[src/rtl/periodic_framer_pkg.sv]
// Shared types and defaults for the periodic symbol framer.
package periodic_framer_pkg;

    typedef enum logic [1:0] {
        S_IDLE   = 2'd0,
        S_OFFSET = 2'd1,
        S_FRAME  = 2'd2,
        S_GAP    = 2'd3
    } state_t;

    // Settings-bus addresses
    localparam int SR_FRAME_LEN_DEF  = 16;
    localparam int SR_GAP_LEN_DEF    = 17;
    localparam int SR_OFFSET_DEF     = 18;
    localparam int SR_MAX_FRAMES_DEF = 19;

    // Register values after reset
    localparam int FRAME_LEN_RST  = 64;
    localparam int GAP_LEN_RST    = 16;
    localparam int OFFSET_RST     = 0;
    localparam int MAX_FRAMES_RST = 1;

endpackage

[src/rtl/setting_reg.sv]
// Single settings-bus register: captures data when the strobe hits its address.
module setting_reg #(
    parameter int ADDR      = 0,
    parameter int WIDTH     = 32,
    parameter int RESET_VAL = 0
) (
    input  logic             clk,
    input  logic             rst,
    input  logic             strobe,
    input  logic [7:0]       addr,
    input  logic [WIDTH-1:0] data,
    output logic [WIDTH-1:0] value
);

    // Capture on a matching write; value is visible the following cycle
    always_ff @(posedge clk or posedge rst) begin
        if (rst)
            value <= RESET_VAL[WIDTH-1:0];
        else if (strobe && (addr == ADDR[7:0]))
            value <= data;
    end

endmodule

[src/rtl/periodic_framer.sv]
// Cuts a sample stream into fixed-length frames after a trigger, dropping the
// cyclic prefix between frames.
//
// state  | meaning
// IDLE   | discard samples, wait for a trigger
// OFFSET | discard samples between trigger and first frame
// FRAME  | pass samples through, tlast on the final one
// GAP    | discard cyclic prefix between frames
module periodic_framer
    import periodic_framer_pkg::*;
#(
    parameter int WIDTH         = 32,
    parameter int LEN_W         = 16,
    parameter int SR_FRAME_LEN  = SR_FRAME_LEN_DEF,
    parameter int SR_GAP_LEN    = SR_GAP_LEN_DEF,
    parameter int SR_OFFSET     = SR_OFFSET_DEF,
    parameter int SR_MAX_FRAMES = SR_MAX_FRAMES_DEF
) (
    input  logic             ce_clk,
    input  logic             ce_rst,
    input  logic             set_stb,
    input  logic [7:0]       set_addr,
    input  logic [31:0]      set_data,
    input  logic [WIDTH-1:0] i_tdata,
    input  logic             i_trig,
    input  logic             i_tvalid,
    output logic             i_tready,
    output logic [WIDTH-1:0] o_tdata,
    output logic             o_tlast,
    output logic             o_tvalid,
    input  logic             o_tready,
    output logic             busy,
    output logic [LEN_W-1:0] frame_cnt
);

    localparam logic [LEN_W-1:0] ONE = LEN_W'(1);

    logic [LEN_W-1:0] flen_act, gap_act, off_act, max_act;
    logic [LEN_W-1:0] flen_sh, gap_sh, off_sh, max_sh;
    logic [LEN_W-1:0] cnt;
    state_t           state;

    logic             unused_set_data;
    assign unused_set_data = ^set_data[31:LEN_W];

    setting_reg #(.ADDR(SR_FRAME_LEN), .WIDTH(LEN_W), .RESET_VAL(FRAME_LEN_RST)) u_frame_len (
        .clk(ce_clk), .rst(ce_rst), .strobe(set_stb), .addr(set_addr),
        .data(set_data[LEN_W-1:0]), .value(flen_act));
    setting_reg #(.ADDR(SR_GAP_LEN), .WIDTH(LEN_W), .RESET_VAL(GAP_LEN_RST)) u_gap_len (
        .clk(ce_clk), .rst(ce_rst), .strobe(set_stb), .addr(set_addr),
        .data(set_data[LEN_W-1:0]), .value(gap_act));
    setting_reg #(.ADDR(SR_OFFSET), .WIDTH(LEN_W), .RESET_VAL(OFFSET_RST)) u_offset (
        .clk(ce_clk), .rst(ce_rst), .strobe(set_stb), .addr(set_addr),
        .data(set_data[LEN_W-1:0]), .value(off_act));
    setting_reg #(.ADDR(SR_MAX_FRAMES), .WIDTH(LEN_W), .RESET_VAL(MAX_FRAMES_RST)) u_max_frames (
        .clk(ce_clk), .rst(ce_rst), .strobe(set_stb), .addr(set_addr),
        .data(set_data[LEN_W-1:0]), .value(max_act));

    logic             bypass, frame_mode, last_beat, done, accept;
    logic [LEN_W-1:0] cur_flen, cur_gap, cur_max, flen_m1, frame_pos, fc_base, fc_next;

    // A zero-offset trigger is itself frame sample 0, so IDLE acts as FRAME
    // for that beat using the live register values (shadows not loaded yet).
    always_comb begin
        bypass     = (state == S_IDLE) && i_trig && (off_act == '0) && !ce_rst;
        frame_mode = (state == S_FRAME) || bypass;
        cur_flen   = (state == S_IDLE) ? flen_act : flen_sh;
        cur_gap    = (state == S_IDLE) ? gap_act  : gap_sh;
        cur_max    = (state == S_IDLE) ? max_act  : max_sh;
        frame_pos  = (state == S_IDLE) ? '0 : cnt;
        fc_base    = (state == S_IDLE) ? '0 : frame_cnt;
        flen_m1    = (cur_flen == '0) ? '0 : cur_flen - ONE;
        last_beat  = frame_mode && (frame_pos == flen_m1);
        fc_next    = (fc_base == '1) ? fc_base : fc_base + ONE;
        done       = (cur_max != '0) && (fc_next == cur_max);
        o_tdata    = i_tdata;
        o_tvalid   = frame_mode && i_tvalid;
        o_tlast    = last_beat;
        i_tready   = frame_mode ? o_tready : 1'b1;
        accept     = i_tvalid && i_tready;
        busy       = (state != S_IDLE);
    end

    // Sequencer: everything advances only on an accepted input sample
    always_ff @(posedge ce_clk or posedge ce_rst) begin
        if (ce_rst) begin
            state     <= S_IDLE;
            cnt       <= '0;
            frame_cnt <= '0;
            flen_sh   <= LEN_W'(FRAME_LEN_RST);
            gap_sh    <= LEN_W'(GAP_LEN_RST);
            off_sh    <= LEN_W'(OFFSET_RST);
            max_sh    <= LEN_W'(MAX_FRAMES_RST);
        end else if (accept) begin
            if (state == S_IDLE && i_trig) begin
                flen_sh   <= flen_act;
                gap_sh    <= gap_act;
                off_sh    <= off_act;
                max_sh    <= max_act;
                frame_cnt <= '0;
            end
            if (frame_mode) begin
                if (last_beat) begin
                    frame_cnt <= fc_next;
                    cnt       <= '0;
                    if (done)
                        state <= S_IDLE;
                    else if (cur_gap == '0)
                        state <= S_FRAME;
                    else
                        state <= S_GAP;
                end else begin
                    state <= S_FRAME;
                    cnt   <= frame_pos + ONE;
                end
            end else begin
                case (state)
                    S_IDLE: begin
                        if (i_trig) begin
                            if (off_act == ONE) begin
                                state <= S_FRAME;
                                cnt   <= '0;
                            end else begin
                                state <= S_OFFSET;
                                cnt   <= ONE;
                            end
                        end
                    end
                    S_OFFSET: begin
                        if (cnt + ONE == off_sh) begin
                            state <= S_FRAME;
                            cnt   <= '0;
                        end else begin
                            cnt <= cnt + ONE;
                        end
                    end
                    S_GAP: begin
                        if (cnt == gap_sh - ONE) begin
                            state <= S_FRAME;
                            cnt   <= '0;
                        end else begin
                            cnt <= cnt + ONE;
                        end
                    end
                    default: state <= S_IDLE;
                endcase
            end
        end
    end

endmodule
[config.mk]
export PLATFORM = sky130hd
export DESIGN_NAME = periodic_framer
export DESIGN_NICKNAME = d
export VERILOG_FILES = /design/src/rtl/periodic_framer_pkg.sv /design/src/rtl/setting_reg.sv /design/src/rtl/periodic_framer.sv
export SDC_FILE = /design/constraint.sdc
export NUM_CORES = 1
export LEC_CHECK = 0
export ABC_CLOCK_PERIOD_IN_PS = 14700
export BUFFER_PORTS_ARGS = -buffer_cell sky130_fd_sc_hd__buf_4
export CAP_MARGIN = 20
export CORE_MARGIN = 1.5
export CORE_UTILIZATION = 64
export DETAILED_ROUTE_END_ITERATION = 10
export PLACE_DENSITY = 0.92
export SLEW_MARGIN = 20
export SYNTH_ARGS = -nofsm -noshare
export SYNTH_HDL_FRONTEND = slang
export SYNTH_SLANG_ARGS = --single-unit
[constraint.sdc]
create_clock -name ce_clk -period 14.7 [get_ports ce_clk]
set_input_delay 2.94 -clock ce_clk [delete_from_list [all_inputs] [get_ports ce_clk]]
set_output_delay 2.94 -clock ce_clk [all_outputs]
set_load 0.02 [all_outputs]
======== Word-level counts from Yosys, hierarchy flattened ========
Index checks and enable logic that the tools add are counted.
storage, ports and cells
  logic and storage cells ................. 82
  output and inout bits ................... 52
  flip-flop bits (word level) ............. 162
  input port bits ......................... 78
cells by class
  $add $sub $neg .......................... 5
  eq/ne operators ......................... 16
  reduce and logical (&&, ||, !) cells .... 23
  muxes and demuxes ....................... 27
operator list
  kind                   count
  $mux 16                15
  $eq 16x16->1           4
  $add 16x1->16 const B  3
  $logic_not 16->1       3
  $pmux 16 s3            1
  $eq 8x5->1 const B     4
  $sub 16x1->16 const B  2
  $eq 16x1->1 const B    1
  $eq 16x16->1 const B   1
  $reduce_bool 16->1     1
  $mux 2                 7
  $logic_and 1x1->1      11
  $ne 3x3->1 const B     3
  $pmux 2 s3             1
  $eq 2x2->1 const B     2
  $reduce_and 4->1       1
  $reduce_bool 4->1      1
  $mux 1                 3
  $reduce_and 3->1       1
  $eq 2x1->1 const B     1
  $logic_not 2->1        1
  $reduce_and 2->1       1
  $reduce_bool 2->1      1
  $logic_not 1->1        1
  $logic_or 1x1->1       1

======== Longest topological paths before layout ========
  word-level depth ........................ 9
  mapped depth ............................ 23

======== Hierarchy ========
A second synthesis with hierarchy kept.
second synthesis, totals
  cell total of the unflattened synthesis .. 1,041
  area total of the unflattened synthesis .. 10,749.1 µm²
by module, submodules not included
  module                      instances  cells an instance  area an instance (µm²)
  periodic_framer             1          892                8,003.9
  setting_reg (u_gap_len)     1          37                 689.4
  setting_reg (u_offset)      1          37                 688.2
  setting_reg (u_frame_len)   1          37                 686.9
  setting_reg (u_max_frames)  1          38                 680.7

======== Worst setup path after synthesis ========
Ideal clock, no wire load.
  path type ............................... reg-to-output
  start ................................... reg state[0]
  end ..................................... out o_tlast
  data required time ...................... 11.760 ns
  setup slack ............................. 6.416 ns
  stages on the path, launching flop included .. 22
  data arrival time ....................... 5.344 ns
  path through ............................ dfrtp_1 > nor2_2 > inv_2 > buf_2 > buf_1 > buf_2 > buf_1 > clkbuf_1 > buf_1 > mux2i_1 > ha_1 > clkbuf_1 > nor4b_1 > a21oi_1 > or3_1 > buf_2 > mux2i_1 > and4_4 > or4_1 > nor4_1 > and4_1 > buf_4
on the way
  longest elaborated chain between the ends .. 6
  elaborated cells between the ends (all ways) .. 13
  classes of those cells .................. add/sub (1); eq/ne (2); mux (3); reduce/logical (7)
RTL lines
  item                                              line                                                                 source
  start, declared                                   periodic_framer.sv:41                                                state_t state;
  start signal, assigned                            periodic_framer.sv:87                                                state <= S_IDLE;
  start signal, assigned                            periodic_framer.sv:107                                               state <= S_IDLE;
  start signal, assigned                            periodic_framer.sv:109                                               state <= S_FRAME;
  $logic_not 2->1                                   periodic_framer.sv:65, periodic_framer.sv:67, periodic_framer.sv:70
  $mux 16 or $logic_and 1x1->1 (tied branches)      periodic_framer.sv:67, periodic_framer.sv:65
  $sub 16x1->16 (tied with other cells)             periodic_framer.sv:72                                                flen_m1 = (cur_flen == '0) ? '0 : cur_flen - ONE;
  $mux 16 or $logic_and 1x1->1 (tied branches)      periodic_framer.sv:72, periodic_framer.sv:65
  $eq 16x16->1 or $logic_or 1x1->1 (tied branches)  periodic_framer.sv:73, periodic_framer.sv:66
  $logic_and 1x1->1 *                               periodic_framer.sv:73                                                last_beat = frame_mode && (frame_pos == flen_m1);
  end, declared                                     periodic_framer.sv:29                                                output logic o_tlast,
Mark *: on every way between the ends. The rest lies on a longest branch, timed or not.

======== Final worst setup path ========
  start ................................... reg state[1]
  end ..................................... out o_tlast
The elaborated chain is that of the path after synthesis.

==> results_dict.tcl <==
set metrics [dict create \
    start_util 0.662 \
    syn_area_um2 10600 \
    crit_arrival_ps 6130 \
    io_pins 130 \
    cts_tree "done" \
    cap_violations 0 \
    rows 46 \
    leakagePower_nw 5.19 \
    postCtsHoldBufs 0 \
    port_buffers 49 \
    grt_pass1_wl_um 50200 \
    crit_path_max_fanout 33 \
    worstPathRequired_ps 11760 \
    clkSlewWorstSetupHoldPaths_ps 70 \
    cts_buffers 17 \
    grt_setup_unrepaired "false" \
    hold_path_class "register to register" \
    antenna_found_initial 0 \
    use_met3 0.0788 \
    area_delta_synth_final_pct 7.36 \
    synth_area_leaders "dfrtp_1 37%, mux2_2 14%, xnor2_1 5.0%" \
    setup_slack_ps 5630 \
    wl_um 31500 \
    fin_skew_ps 10.4 \
    dp_slack_ps 5980 \
    yosysSeqAreaShare 0.382 \
    first_pass_iters 6 \
    drive_gt1_frac 0.238 \
    final_cell_mix "156 x dfrtp_1, 133 x mux2_2, 79 x nand2_1" \
    drc 0 \
    die_width_um 132 \
    die_h_um 132 \
    ant_nets 0 \
    cts_resized 0 \
    wl_per_cell_um 24.2 \
    status "finished clean" \
    clk_path_buf_depth 2 \
    vias_per_cell 7.19 \
    stdcell_count 1298 \
    worst_slew_pin_slew_ps 1130 \
    clk-insertion-delay-late_ps 440 \
    ir_drop_uv 110 \
    min_period_ps 9070 \
    synthArstFlopShare 1.00 \
    end_kind "output port" \
    finalHoldViolCount 0 \
    placed_area_um2 10800 \
    max_stage_delay_ps 990 \
    grt_overflow 0 \
    p_per_area_nw_per_um2 172 \
    syn-num-nets 1179 \
    ys.flop_type "dfrtp_1" \
    syn_area_per_cell_um2 9.70 \
    timing.rr.start "state[1]$_DFFE_PP0P_" \
    fmax_mhz 110 \
    fin_setup_tns_ps 0 \
    critPathLaunch "state[1]$_DFFE_PP0P_" \
    cp_slowest_cell "dfrtp_1" \
    crit_chain "nor2_4 -> inv_2 -> buf_4 -> mux2i_1 -> ha_1 -> nor4b_1 -> a21oi_1 -> or3_1 -> mux2i_1 -> and4_4 -> or4_1 -> nor4_1 -> and4_1 -> buf_4" \
    finalSetupViolCount 0 \
    cts_sinks 162 \
    dp_cells 1266 \
    cts-htree-levels 4 \
    synth_top_area_share 0.367 \
    critPathKind "register to output port" \
    globalplace.congestion 0.966 \
    hold_start "off_sh[3]$_DFFE_PP0P_" \
    synth_edf_count 0 \
    fin_crit_sh 0.617 \
    grt_use_met2 0.579 \
    core_um2 16100 \
    drt_iter0_drc 1193 \
    synth_cell_types 87 \
    grt_pass1_vias 9120 \
    final_common_cell "dfrtp_1" \
    dpl.hpwl_um 20700 \
    clockRootBuffer "clkbuf_16" \
    dieArea_um2 17400 \
    post_cts_buffers 0 \
    maxSlewViolCount 0 \
    finalInstanceArea_um2 11400 \
    ys_warn_count 0 \
    slew_headroom 0.241 \
    antennaDiodeCount 0 \
    met1_usage 0.478 \
    syn_inst 1095 \
    vias 9336 \
    grt_util_all_layers 0.369 \
    ys_ff_latch 162 \
    grt_busiest_layer "met2" \
    nets 1153 \
    yosysTopAreaCell "dfrtp_1" \
    grt_max_degree 90 \
    setup.worst_path.start_class "register" \
]
-- final timing paths --
kind / cells past startpoint / slack, ps / end
worst max-delay path: 14 / 5630 / o_tlast
worst min-delay path: 1 / 530 / off_sh[3]$_DFFE_PP0P_
worst max register to register: 15 / 8180 / frame_cnt[9]$_DFFE_PP0P_
worst min register to register: 1 / 530 / off_sh[3]$_DFFE_PP0P_
max in group asynchronous: 3 / 10570 / flen_sh[7]$_DFFE_PP0P_
min in group asynchronous: 2 / 2680 / gap_sh[12]$_DFFE_PP0P_
-- flip-flops by register name (all words and copies together) (netlist names) --
register,count
u_max_frames.value,16
off_sh,16
state,2
max_sh,16
u_gap_len.value,16
u_offset.value,16
gap_sh,16
frame_cnt,16
cnt,16
u_frame_len.value,16
flen_sh,16
-- critical path, delay by kind of cell, from the launching register on --
family | cells | cell delay [ps]
AO/OA/AOI/OAI | 1 | 120
multiplexers | 2 | 490
AND/OR/NAND/NOR | 7 | 2440
flip-flops | 1 | 990
buffers and inverters | 3 | 1230
adder cells (fa/ha/maj) | 1 | 390
-- stage by stage --
stage / hold WS [ps] / total power [mW] / utilization
global route: 542 / 2.05 / 0.710
floorplan: 498 / 1.28 / -
detailed placement: 516 / 1.46 / 0.673
CTS: 531 / 1.93 / 0.710
finish: 531 / 1.96 / 0.710
global placement: 508 / 1.44 / 0.673
-- area by class of cell --
| type | count | area, µm² |
|---|---|---|
| Clock buffer | 17 | 425 |
| Clock inverter | 15 | 170 |
| Fill cell | 1051 | 4650 |
| Inverter | 17 | 68.8 |
| Multi-Input combinational cell | 816 | 6000 |
| Sequential cell | 162 | 4060 |
| Tap cell | 216 | 270 |
| Timing Repair Buffer | 55 | 413 |
-- routing by layer --
layer  part of all wire  wire [µm]
met1               0.37      11800
met2               0.46      14500
met3               0.11       3330
met4              0.058       1830
met5                  0          0
-- cell families (layout without fill, tap and decap cells) --
logic type | count (synthesis) | after routing | share of synthesized area
buffers and inverters | 117 | 104 | 0.0553
muxes | 158 | 158 | 0.165
DFF | 162 | 162 | 0.382
and+or+nand+nor | 372 | 372 | 0.188
xor gates and xnor gates | 94 | 94 | 0.0788
AOI/OAI and AO/OA | 186 | 186 | 0.124
adders and majority gates | 6 | 6 | 0.00706
-- synthesized netlist by cell type, types with 5 or more instances --
master / instances
or2_2: 6
nand3_1: 39
o21ai_0: 37
buf_1: 14
a21oi_1: 34
buf_4: 34
o22ai_1: 6
and2_1: 11
a31oi_1: 10
xor2_1: 32
nor2_1: 63
nand3b_1: 6
or3_1: 15
nand2_1: 79
ha_1: 6
a211oi_1: 5
or4_1: 10
o211ai_1: 5
o21a_1: 6
dfrtp_1: 156
and3_1: 8
xnor2_1: 61
nor4_1: 38
dfstp_2: 6
buf_2: 9
nand4_1: 12
mux2_2: 133
a22oi_1: 6
clkbuf_1: 40
and4_1: 5
a21o_1: 11
o31ai_1: 12
inv_1: 16
nor2b_1: 6
mux2i_1: 24
nand2b_1: 5
o31a_1: 6
nor3_1: 43
-- report_power, final --
part           switching [mW]  leakage, nW  internal [mW]
Sequential              0.104         2.21          0.485
Clock                   0.211        0.290          0.242
Combinational           0.531         2.69          0.384
Total                   0.847         5.19           1.11
No activity file was read; power rests on OpenSTA's default activity.
